<file path="src/rtl/bcd_seek_pkg.sv">
// Shared types and helpers for the BCD seek controller and its decade digits.
package bcd_seek_pkg;

  typedef enum logic [1:0] {
    S_IDLE = 2'd0,
    S_SEEK = 2'd1,
    S_DONE = 2'd2
  } state_e;

  localparam logic [3:0] BCD_MAX = 4'd9;

  function automatic logic bcd_valid(input logic [3:0] nibble);
    return nibble <= BCD_MAX;
  endfunction

endpackage

</file>
<file path="src/rtl/bcd_digit.sv">
// One decade up/down BCD digit with synchronous clear and carry/borrow detect.
module bcd_digit
  import bcd_seek_pkg::*;
(
  input  logic       clk_i,
  input  logic       rst_n_i,
  input  logic       clr_i,
  input  logic       en_i,
  input  logic       up_i,
  output logic [3:0] q_o,
  output logic [3:0] d_o,
  output logic       cy_o,
  output logic       bw_o
);

  logic [3:0] q_q;

  // d_o exposes the value this digit takes at the next edge, so the parent
  // can detect arrival at the target on the stepping edge itself.
  always_comb begin
    d_o = q_q;
    if (en_i) begin
      if (up_i) d_o = (q_q >= BCD_MAX) ? 4'd0 : q_q + 4'd1;
      else      d_o = (q_q == 4'd0) ? BCD_MAX : q_q - 4'd1;
    end
  end

  always_ff @(posedge clk_i or negedge rst_n_i) begin
    if (!rst_n_i)   q_q <= 4'd0;
    else if (clr_i) q_q <= 4'd0;
    else            q_q <= d_o;
  end

  assign q_o  = q_q;
  assign cy_o = up_i && (q_q == BCD_MAX);
  assign bw_o = !up_i && (q_q == 4'd0);

endmodule

</file>
<file path="src/rtl/bcd_seek_ctrl.sv">
// Seeks a chain of BCD decade digits one count at a time toward a commanded
// target, and mirrors each step on en_o/up_o for slaved external counters.
//
// state  | meaning
// S_IDLE | ready for a command
// S_SEEK | stepping Q toward the latched target
// S_DONE | one-cycle completion pulse
module bcd_seek_ctrl
  import bcd_seek_pkg::*;
#(
  parameter int NDIG     = 2,
  parameter int TICK_DIV = 1
) (
  input  logic            clk_i,
  input  logic            rst_n_i,
  input  logic            cmd_valid_i,
  output logic            cmd_ready_o,
  input  logic [4*NDIG-1:0] cmd_tgt_i,
  input  logic            cmd_clr_i,
  input  logic            hold_i,
  output logic            en_o,
  output logic            up_o,
  output logic [4*NDIG-1:0] q_o,
  output logic            busy_o,
  output logic            done_o,
  output logic            err_o
);

  localparam int W  = 4 * NDIG;
  localparam int TW = (TICK_DIV > 1) ? $clog2(TICK_DIV) : 1;
  localparam logic [TW-1:0] TICK_LAST = TW'(TICK_DIV - 1);

  state_e          state_q, state_d;
  logic [TW-1:0]   tick_q, tick_d;
  logic [W-1:0]    tgt_q, tgt_d;
  logic            up_q, up_d;
  logic            err_q, err_d;
  logic [W-1:0]    q_cur, q_nxt;
  logic [NDIG-1:0] dig_en, cy, bw, pass;
  logic            tgt_ok, clr_acc, at_limit;

  // Digit i steps only when every lower digit rolls over in the current direction.
  for (genvar i = 0; i < NDIG; i++) begin : g_dig
    if (i == 0) begin : g_lsd
      assign dig_en[i] = en_o;
    end else begin : g_upper
      assign dig_en[i] = dig_en[i-1] & pass[i-1];
    end
    assign pass[i] = cy[i] | bw[i];

    bcd_digit u_dig (
      .clk_i   (clk_i),
      .rst_n_i (rst_n_i),
      .clr_i   (clr_acc),
      .en_i    (dig_en[i]),
      .up_i    (up_q),
      .q_o     (q_cur[4*i +: 4]),
      .d_o     (q_nxt[4*i +: 4]),
      .cy_o    (cy[i]),
      .bw_o    (bw[i])
    );
  end

  // All digits rolling over means 99..9 going up or 00..0 going down: never wrap.
  assign at_limit = &pass;

  always_comb begin
    tgt_ok = 1'b1;
    for (int i = 0; i < NDIG; i++) begin
      if (!bcd_valid(cmd_tgt_i[4*i +: 4])) tgt_ok = 1'b0;
    end
  end

  assign cmd_ready_o = (state_q == S_IDLE);
  assign busy_o      = (state_q == S_SEEK);
  assign done_o      = (state_q == S_DONE);
  assign err_o       = err_q;
  assign up_o        = up_q;
  assign q_o         = q_cur;
  assign en_o        = busy_o && (tick_q == TICK_LAST) && !hold_i && !at_limit;
  assign clr_acc     = cmd_ready_o && cmd_valid_i && cmd_clr_i;

  always_comb begin
    state_d = state_q;
    tick_d  = tick_q;
    tgt_d   = tgt_q;
    up_d    = up_q;
    err_d   = 1'b0;
    unique case (state_q)
      S_IDLE: begin
        if (cmd_valid_i) begin
          tick_d = '0;
          if (cmd_clr_i) begin
            state_d = S_DONE;
          end else if (!tgt_ok) begin
            err_d = 1'b1;
          end else if (cmd_tgt_i == q_cur) begin
            state_d = S_DONE;
          end else begin
            tgt_d   = cmd_tgt_i;
            up_d    = (cmd_tgt_i > q_cur);
            state_d = S_SEEK;
          end
        end
      end
      S_SEEK: begin
        if (en_o) begin
          tick_d = '0;
          if (q_nxt == tgt_q) state_d = S_DONE;
        end else if (!hold_i) begin
          tick_d = tick_q + TW'(1);
        end
      end
      S_DONE: begin
        state_d = S_IDLE;
      end
      default: begin
        state_d = S_IDLE;
      end
    endcase
  end

  always_ff @(posedge clk_i or negedge rst_n_i) begin
    if (!rst_n_i) begin
      state_q <= S_IDLE;
      tick_q  <= '0;
      tgt_q   <= '0;
      up_q    <= 1'b1;
      err_q   <= 1'b0;
    end else begin
      state_q <= state_d;
      tick_q  <= tick_d;
      tgt_q   <= tgt_d;
      up_q    <= up_d;
      err_q   <= err_d;
    end
  end

endmodule

</file>
<file path="config.mk">
export PLATFORM = sky130hd
export DESIGN_NAME = bcd_seek_ctrl
export DESIGN_NICKNAME = d
export VERILOG_FILES = /design/src/rtl/bcd_seek_pkg.sv /design/src/rtl/bcd_digit.sv /design/src/rtl/bcd_seek_ctrl.sv
export SDC_FILE = /design/constraint.sdc
export NUM_CORES = 1
export LEC_CHECK = 0
export CAP_MARGIN = 10
export CORE_ASPECT_RATIO = 1.5
export CORE_MARGIN = 2
export CORE_UTILIZATION = 35
export DETAILED_ROUTE_END_ITERATION = 12
export GPL_TIMING_DRIVEN = 1
export SYNTH_ARGS = -nofsm -noshare
export SYNTH_HDL_FRONTEND = slang
export SYNTH_SLANG_ARGS = --single-unit
export TNS_END_PERCENT = 50
</file>
<file path="constraint.sdc">
create_clock -name clk_i -period 5.3 [get_ports clk_i]
set_input_delay 1.325 -clock clk_i [delete_from_list [all_inputs] [get_ports clk_i]]
set_output_delay 1.325 -clock clk_i [all_outputs]
set_load 0.1 [all_outputs]
</file>
==> results of run 1 <==
kinds of logic (layout without fill, tap and decap cells):
group	after synthesis	count (layout)	share of synthesized area
and+or+nand+nor	58	58	0.195
AOI/OAI and AO/OA	53	53	0.225
buffers and inverters	22	45	0.0527
DFF	21	21	0.296
adders and majority gates	14	14	0.0983
muxes	13	13	0.0801
xor gates and xnor gates	11	11	0.0541
synthesized netlist by cell type (3+ instances only):
master	instances	area (sq um)
dfrtp_1	20	500
nor2_1	19	71.3
ha_1	14	175
inv_1	11	41.3
mux2_2	10	113
nand2_1	10	37.5
o21ai_0	10	50.1
a21oi_1	8	40.0
xor2_1	6	52.6
nor3_1	5	25.0
xnor2_1	5	43.8
nand4_1	4	25.0
nor2b_1	4	25.0
o21a_1	4	30.0
a211oi_1	3	22.5
a31oi_1	3	18.8
buf_2	3	15.0
inv_2	3	11.3
mux2i_1	3	30.0
nand2b_1	3	18.8
o21ai_1	3	15.0
flip-flops by register name, summed over array words and instances, names as in the netlist:
| signal | cells |
|---|---|
| state_q | 2 |
| tick_q | 1 |
| g_dig.u_dig.q_o | 8 |
| up_o | 1 |
| tgt_q | 8 |
| err_o | 1 |
final cells by class:
class | count | area share
multi-input cells | 149 | 0.544
flip-flops and latches | 21 | 0.247
repair buffers | 27 | 0.124
well taps | 66 | 0.0387
inverters | 14 | 0.0246
clock buffers | 4 | 0.0211
worst paths after layout:
path | startpoint | endpoint | slack, ns | depth (start not counted)
min in group asynchronous | rst_n_i | g_dig[1].u_dig.q_o[1] | 1.60 | 1
max in group asynchronous | rst_n_i | tgt_q[2] | 3.11 | 1
worst min register to register | tgt_q[2] | tgt_q[2] | 0.53 | 1
worst max-delay path | hold_i | en_o | 1.33 | 5
worst min-delay path | tgt_q[2] | tgt_q[2] | 0.53 | 1
worst max register to register | g_dig[0].u_dig.q_o[0] | state_q[0] | 2.27 | 9
worst max-delay path: stages:
cell and delay, ns:
clkdlybuf4s50_1 0.46, nor3_1 0.26, o21ai_1 0.18, inv_2 0.12, buf_4 0.29
cells in the final DEF (no fill, tap or decap), types with 5 or more instances in the layout:
cell type,n
inv_1,11
nor3_1,5
a21oi_1,8
dfrtp_1,20
mux2_2,10
xor2_1,6
clkdlybuf4s50_1,25
o21ai_0,10
ha_1,14
nor2_1,19
nand2_1,10
xnor2_1,5
per-stage QoR:
| stage | instance area (sq um) | util | setup WS [ns] |
|---|---|---|---|
| floorplan | 1780 | - | 1.29 |
| global placement | 2090 | 0.431 | 1.37 |
| detailed placement | 2090 | 0.431 | 1.33 |
| CTS | 2130 | 0.440 | 1.34 |
| global route | 2130 | 0.440 | 1.19 |
| finish | 2130 | 0.440 | 1.33 |
per-layer routing:
metal  track usage  part of all wire
met1         0.178              0.41
met2         0.289              0.53
met3       0.00991             0.027
met4        0.0741             0.030
met5             0                 0
==> qor.csv, run 1 <==
stage,metric,value,unit
finish,drive_gt1_frac,0.140,
timing,fmax,252,MHz
synthesis,yosysWarnings,0,
cts,cts_tree,built,
synthesis,synth-seq-cells,21,
finish,multi_input_area,1160,sq um
timing,worst_slew_pin_slew,0.974,ns
die,rows,31,
timing,drv_slew,0,
cts,clockBufferDepth,2,
worst_hold_path,hold_path.class,flop to flop,
global_routing,antenna_found_initial,0,
synthesis,async_reset_ff_frac,1.00,
setup_path,critPathMaxFanout,4,
timing,period_share,0.750,
timing,final-hold-violation-count,0,
global_routing,grt_pass1_vias,1527,
cts,cts_hold_buffers,0,
setup_path,setup.worst_path.start_class,input pin,
synthesis,synth-edff-count,0,
route,viasPerCell,5.37,
route,routedWlPerCell,15.3,microns
setup_path,crit_type,input pin to output pin,
cts,cts_buffers,3,
finish,regArea,527,sq um
timing,min_period,3.97,ns
route,vias,1509,
global_routing,grt_max_degree,24,
timing,tns,0,ns
die,die-area,5690,sq um
synthesis,syn-cell-area,1780,sq um
synthesis,synth-seq-area-share,0.296,
finish,area_growth,19.7,%
status,status,finished clean,
cts,clk_latency,0.26,ns
die,die_h,91.4,microns
route,drt-initial-drc-count,25,
place,dp_hpwl,3.38,mm
cts,htreeDepth,1,
die,io_pins,27,
place,numPortBuffers,26,
synthesis,synth_nets,219,
cts,post_cts_buffers,0,
route,firstDrtPassIters,4,
die,core_area,4850,sq um
cts,cts_root_buf,clkbuf_8,
timing,holdWs,0.532,ns
synthesis,synthCells,192,
place,dp.cells,277,
timing,rsz0062_at_grt,false,
setup_path,cp.required,3.97,ns
finish,fill_cells,498,
synthesis,synthFlopType,dfrtp_1,
place,gp_congestion,0.824,
setup_path,arrival,2.65,ns
route,routed_wl,4.31,mm
die,start_util,0.367,
cts,cts_resized,0,
global_routing,grt_overflow,0,
timing,skew,0.00201,ns
setup_path,end_kind,output pin,
finish,num_antenna_cells,0,
cts,clk_pin_slew_worst_paths,0.08,ns
route,postRouteAntennaNets,0,
synthesis,synthDistinctLibCells,54,
finish,layout.nets,243,
cts,cts.sinks,21,
timing,max_slew_margin,0.348,
global_routing,grt_pass1_wl,7.14,mm
die,dieWidth,62.3,microns
finish,final_cells,281,
timing,setup_violations,0,
synthesis,syn_area_per_cell,9.28,sq um
flow_run,drv_cap,0,
global_routing,grt_usage,0.155,
route,drc,0,
Power of run 1 is not shown: default switching activity piles up to over one toggle a cycle in this logic, so the estimate is an artifact.
==> inputs of run 2 (changes only) <==
==> constraint.sdc (replaced) <==
create_clock -name clk_i -period 3.7 [get_ports clk_i]
set_input_delay 0.925 -clock clk_i [delete_from_list [all_inputs] [get_ports clk_i]]
set_output_delay 0.925 -clock clk_i [all_outputs]
set_load 0.1 [all_outputs]
==> qor.csv, run 2 (synthesis gave the netlist of run 1 again) <==
stage,metric,value,unit,change
status,status,finished clean,,unchanged
timing,fmax,304,MHz,
timing,rsz0062_at_grt,false,,unchanged
place,gp_congestion,0.836,,was 0.824
timing,setup_violations,0,,unchanged
route,viasPerCell,5.40,,was 5.37
timing,worst_slew_pin_slew,1.01,ns,was 0.974 ns
setup_path,crit_type,flop to output pin,,was input pin to output pin
global_routing,grt_max_degree,24,,unchanged
finish,area_growth,20.4,%,was 19.7%
timing,tns,0,ns,unchanged
route,vias,1539,,was 1509
finish,layout_commonest_cell,dfrtp_1,,was clkdlybuf4s50_1
die,rows,31,,unchanged
die,io_pins,27,,unchanged
route,drt-initial-drc-count,41,,was 25
cts,cts_resized,0,,unchanged
finish,fill_cells,505,,was 498
timing,drv_slew,0,,unchanged
setup_path,arrival,2.36,ns,was 2.65 ns
die,die-area,5690,sq um,unchanged
global_routing,grt_overflow,0,,unchanged
cts,post_cts_buffers,0,,unchanged
global_routing,grt_usage,0.163,,was 0.155
place,dp_hpwl,3.44,mm,was 3.38 mm
finish,final_area,2150,sq um,was 2130 sq um
cts,cts.sinks,21,,unchanged
setup_path,end_kind,output pin,,unchanged
global_routing,grt_pass1_wl,7.44,mm,was 7.14 mm
flow_run,drv_cap,0,,unchanged
route,postRouteAntennaNets,0,,unchanged
setup_path,critPathMaxFanout,6,,was 4
cts,htreeDepth,1,,unchanged
worst_hold_path,hold_path.class,flop to flop,,unchanged
finish,finish.utilization,0.443,,was 0.440
timing,final-hold-violation-count,0,,unchanged
cts,clk_latency,0.27,ns,was 0.26 ns
setup_path,cp.required,2.77,ns,was 3.97 ns
place,numPortBuffers,26,,unchanged
die,core_area,4850,sq um,unchanged
route,drc,0,,unchanged
finish,layout.nets,247,,was 243
route,firstDrtPassIters,4,,unchanged
cts,cts_tree,built,,unchanged
global_routing,antenna_found_initial,0,,unchanged
global_routing,grt_pass1_vias,1594,,was 1527
cts,cts_root_buf,clkbuf_8,,unchanged
timing,period_share,0.888,,
finish,drive_gt1_frac,0.210,,was 0.140
place,place_area,2100,sq um,was 2090 sq um
die,die_h,91.4,microns,unchanged
cts,cts_buffers,3,,unchanged
timing,max_slew_margin,0.324,,was 0.348
place,dp.cells,281,,was 277
route,routedWlPerCell,15.6,microns,was 15.3 microns
cts,clk_pin_slew_worst_paths,0.08,ns,about the same
finish,num_antenna_cells,0,,unchanged
timing,skew,0.00139,ns,was 0.00201 ns
route,routed_wl,4.46,mm,was 4.31 mm
finish,final_cells,285,,was 281
finish,layout_common_cells,"dfrtp_1 (20), nor2_1 (19), buf_4 (17)",,"was clkdlybuf4s50_1 (25), dfrtp_1 (20), nor2_1 (19)"
timing,min_period,3.29,ns,
setup_path,setup.worst_path.start_class,flop,,was input pin
die,start_util,0.367,,unchanged
die,dieWidth,62.3,microns,unchanged
cts,clockBufferDepth,2,,unchanged
cts,cts_hold_buffers,0,,unchanged
==> run 2: cell count changes in the layout (fill, tap and decap cells not counted), sizes merged <==
cell           delta
clkdlybuf4s50    -12
buf              +16
==> run 2: final timing paths <==
kind | depth (start not counted) | from | endpoint | slack [ns]
worst max-delay path | 7 | g_dig[1].u_dig.q_o[1] | en_o | 0.41
worst min register to register | 1 | tgt_q[2] | tgt_q[2] | 0.54
worst max register to register | 8 | g_dig[1].u_dig.q_o[1] | state_q[0] | 0.73
max in group asynchronous | 1 | rst_n_i | g_dig[0].u_dig.q_o[3] | 1.88
min in group asynchronous | 1 | rst_n_i | tgt_q[7] | 1.21
worst min-delay path | 1 | tgt_q[2] | tgt_q[2] | 0.54
==> run 2: critical path: stages (launching register included) <==
cell and delay, ns:
dfrtp_1 0.44, inv_1 0.19, ha_1 0.28, nor4b_1 0.47, a31oi_4 0.09, o21ai_1 0.30, inv_2 0.12, buf_12 0.18
==> run 2: layout make-up <==
class / count / area, sq um / area share
Clock buffer: 4 / 45.0 / 0.0210
Inverter: 14 / 52.6 / 0.0245
Multi-Input combinational cell: 149 / 1160 / 0.541
Sequential cell: 21 / 527 / 0.245
Tap cell: 66 / 82.6 / 0.0385
Timing Repair Buffer: 31 / 278 / 0.129
==> run 2: stage by stage <==
stage | worst slack (ns) | hold slack [ns]
after floorplan | 0.0917 | 0.501
after global placement | 0.524 | 0.512
after detailed placement | 0.474 | 0.520
after CTS | 0.409 | 0.536
after global routing | 0.231 | 0.561
final | 0.414 | 0.536
==> run 2: per-layer routing <==
metal	track usage	routed length, microns	vias to the layer above
met2	0.304	2380	28
met5	0	0	-
li1	-	-	749
met3	0.0136	94	9
met1	0.182	1870	753
met4	0.0815	121	0
Power of run 2 is left out for the same reason.
==> edit, RTL diff (flow settings as in run 2) <==
`NDIG`: 2 -> 1.
--- a/src/rtl/bcd_seek_ctrl.sv
+++ b/src/rtl/bcd_seek_ctrl.sv
@@ -9,5 +9,5 @@
   import bcd_seek_pkg::*;
 #(
-  parameter int NDIG     = 2,
+  parameter int NDIG     = 1,
   parameter int TICK_DIV = 1
 ) (
Ports: changed (resized cmd_tgt_i and q_o); port bits go from 27 to 19. No check against the original RTL was run, so the function may have changed too.
==> edit against run 2 <==
Final area fell by 45%. Non-clock buffer count fell by 13. Sequential cell count fell by 8. Synthesized area fell by 46%. Sequential share of layout area rose by 3.0 points. Routed wire length fell by 54%. Setup slack improved by 0.023 ns.
Power is left out: the tool's default activity adds up to more than one toggle a clock period on the data nets, which glitch-free logic cannot reach.
==> edit: results (changes against run 2) <==
Route
  • WL final: 2050 um (-54%)
  • Met3 WL: 35 um (-63%)
  • Initial drt markers: 3 (-93%)
  • Met2 WL post-DR: 1110 um (-53%)
  • M1 WL: 851 um (-54%)

Worst hold path
  • Hold Crit Start: tgt_q[0]$_DFFE_PN0P_
  • Worst Hold Path Cells: 2 (+1)

Setup path
  • Top delay family on crit path: simple AND/OR/NAND/NOR gates
  • Slowest Stage Delay on Critical Path: 0.52 ns (+0.05 ns)
  • Slowest stage cell, crit path: or4b_1
  • Reg2Reg Depth: 10 (+2)
  • Reg-to-Reg Start: g_dig[0].u_dig.q_o[0]$_DFF_PN0_
  • R2r setup slk: 1.27 ns (+0.54 ns)
  • CP Launch Point: hold_i

Finish
  • Layout Utilization: 44.7% (+0.45 points)
  • Share of cells above drive strength 1: 19.3% (-1.7 points)
  • Filler cells: 271 (-46%)
  • Nets: 136 (-45%)

Placement
  • Input/output buffers: 18 (-31%)
  • Detail Placement HPWL: 1650 um (-52%)
  • Post-DP Area: 1140 um2 (-46%)
  • RePlAce Congestion: 0.783 (-6.4%)

Synthesis
  • Post-synth top cells: 12 x dfrtp_1, 10 x nor2_1, 7 x ha_1, 7 x inv_1
  • Top cells by area, synth: dfrtp_1 31%, ha_1 9.1%, nor2_1 3.9%, buf_6 3.5%, o21ai_0 3.1%
  • Synth Instances: 101 (-47%)

GRT
  • Met1 Use GR: 17.9% (-0.33 points)
  • First-pass GRT wire length: 3410 um (-54%)
  • Number of global-route vias before repair: 772 (-52%)

Clocking
  • Clk Latency, worst-skew pair: 0.25 ns (-0.02 ns)

STA
  • WHS: 0.506 ns (-0.0297 ns)
  • Max_slew headroom: 35.8% (+3.5 points)
  • Final Skew: 0.00270 ns (+0.00132 ns)

Outcome
  • Outcome: finished, final reports clean
-- edit: cell types whose count changed after synthesis, moves of 5 or more --
cell and delta:
nor2_1 -9, dfrtp_1 -8, mux2_2 -8, ha_1 -7, xor2_1 -5
-- edit: kinds of logic after synthesis --
kind of cell               count (synthesis)  share of synthesized area [%]
adders and majority gates                  7                           9.13
buffers and inverters                     12                           7.56
and+or+nand+nor                           38                           25.0
DFF                                       13                           34.0
xor gates and xnor gates                   3                           2.74
muxes                                      4                           4.82
AOI/OAI and AO/OA                         24                           16.7
-- edit: layout make-up --
| type | count | share of cell area [%] |
|---|---|---|
| Sequential cell | 13 | 27.6 |
| Timing Repair Buffer | 18 | 14.4 |
| Multi-Input combinational cell | 76 | 47.4 |
| Inverter | 8 | 2.96 |
| Clock buffer | 4 | 3.81 |
| Tap cell | 37 | 3.91 |
-- edit: tightest hold or removal path, stage by stage (launching register included) --
cell     delay (ns)
dfrtp_1        0.36
nand2_1        0.05
o21ai_0        0.06
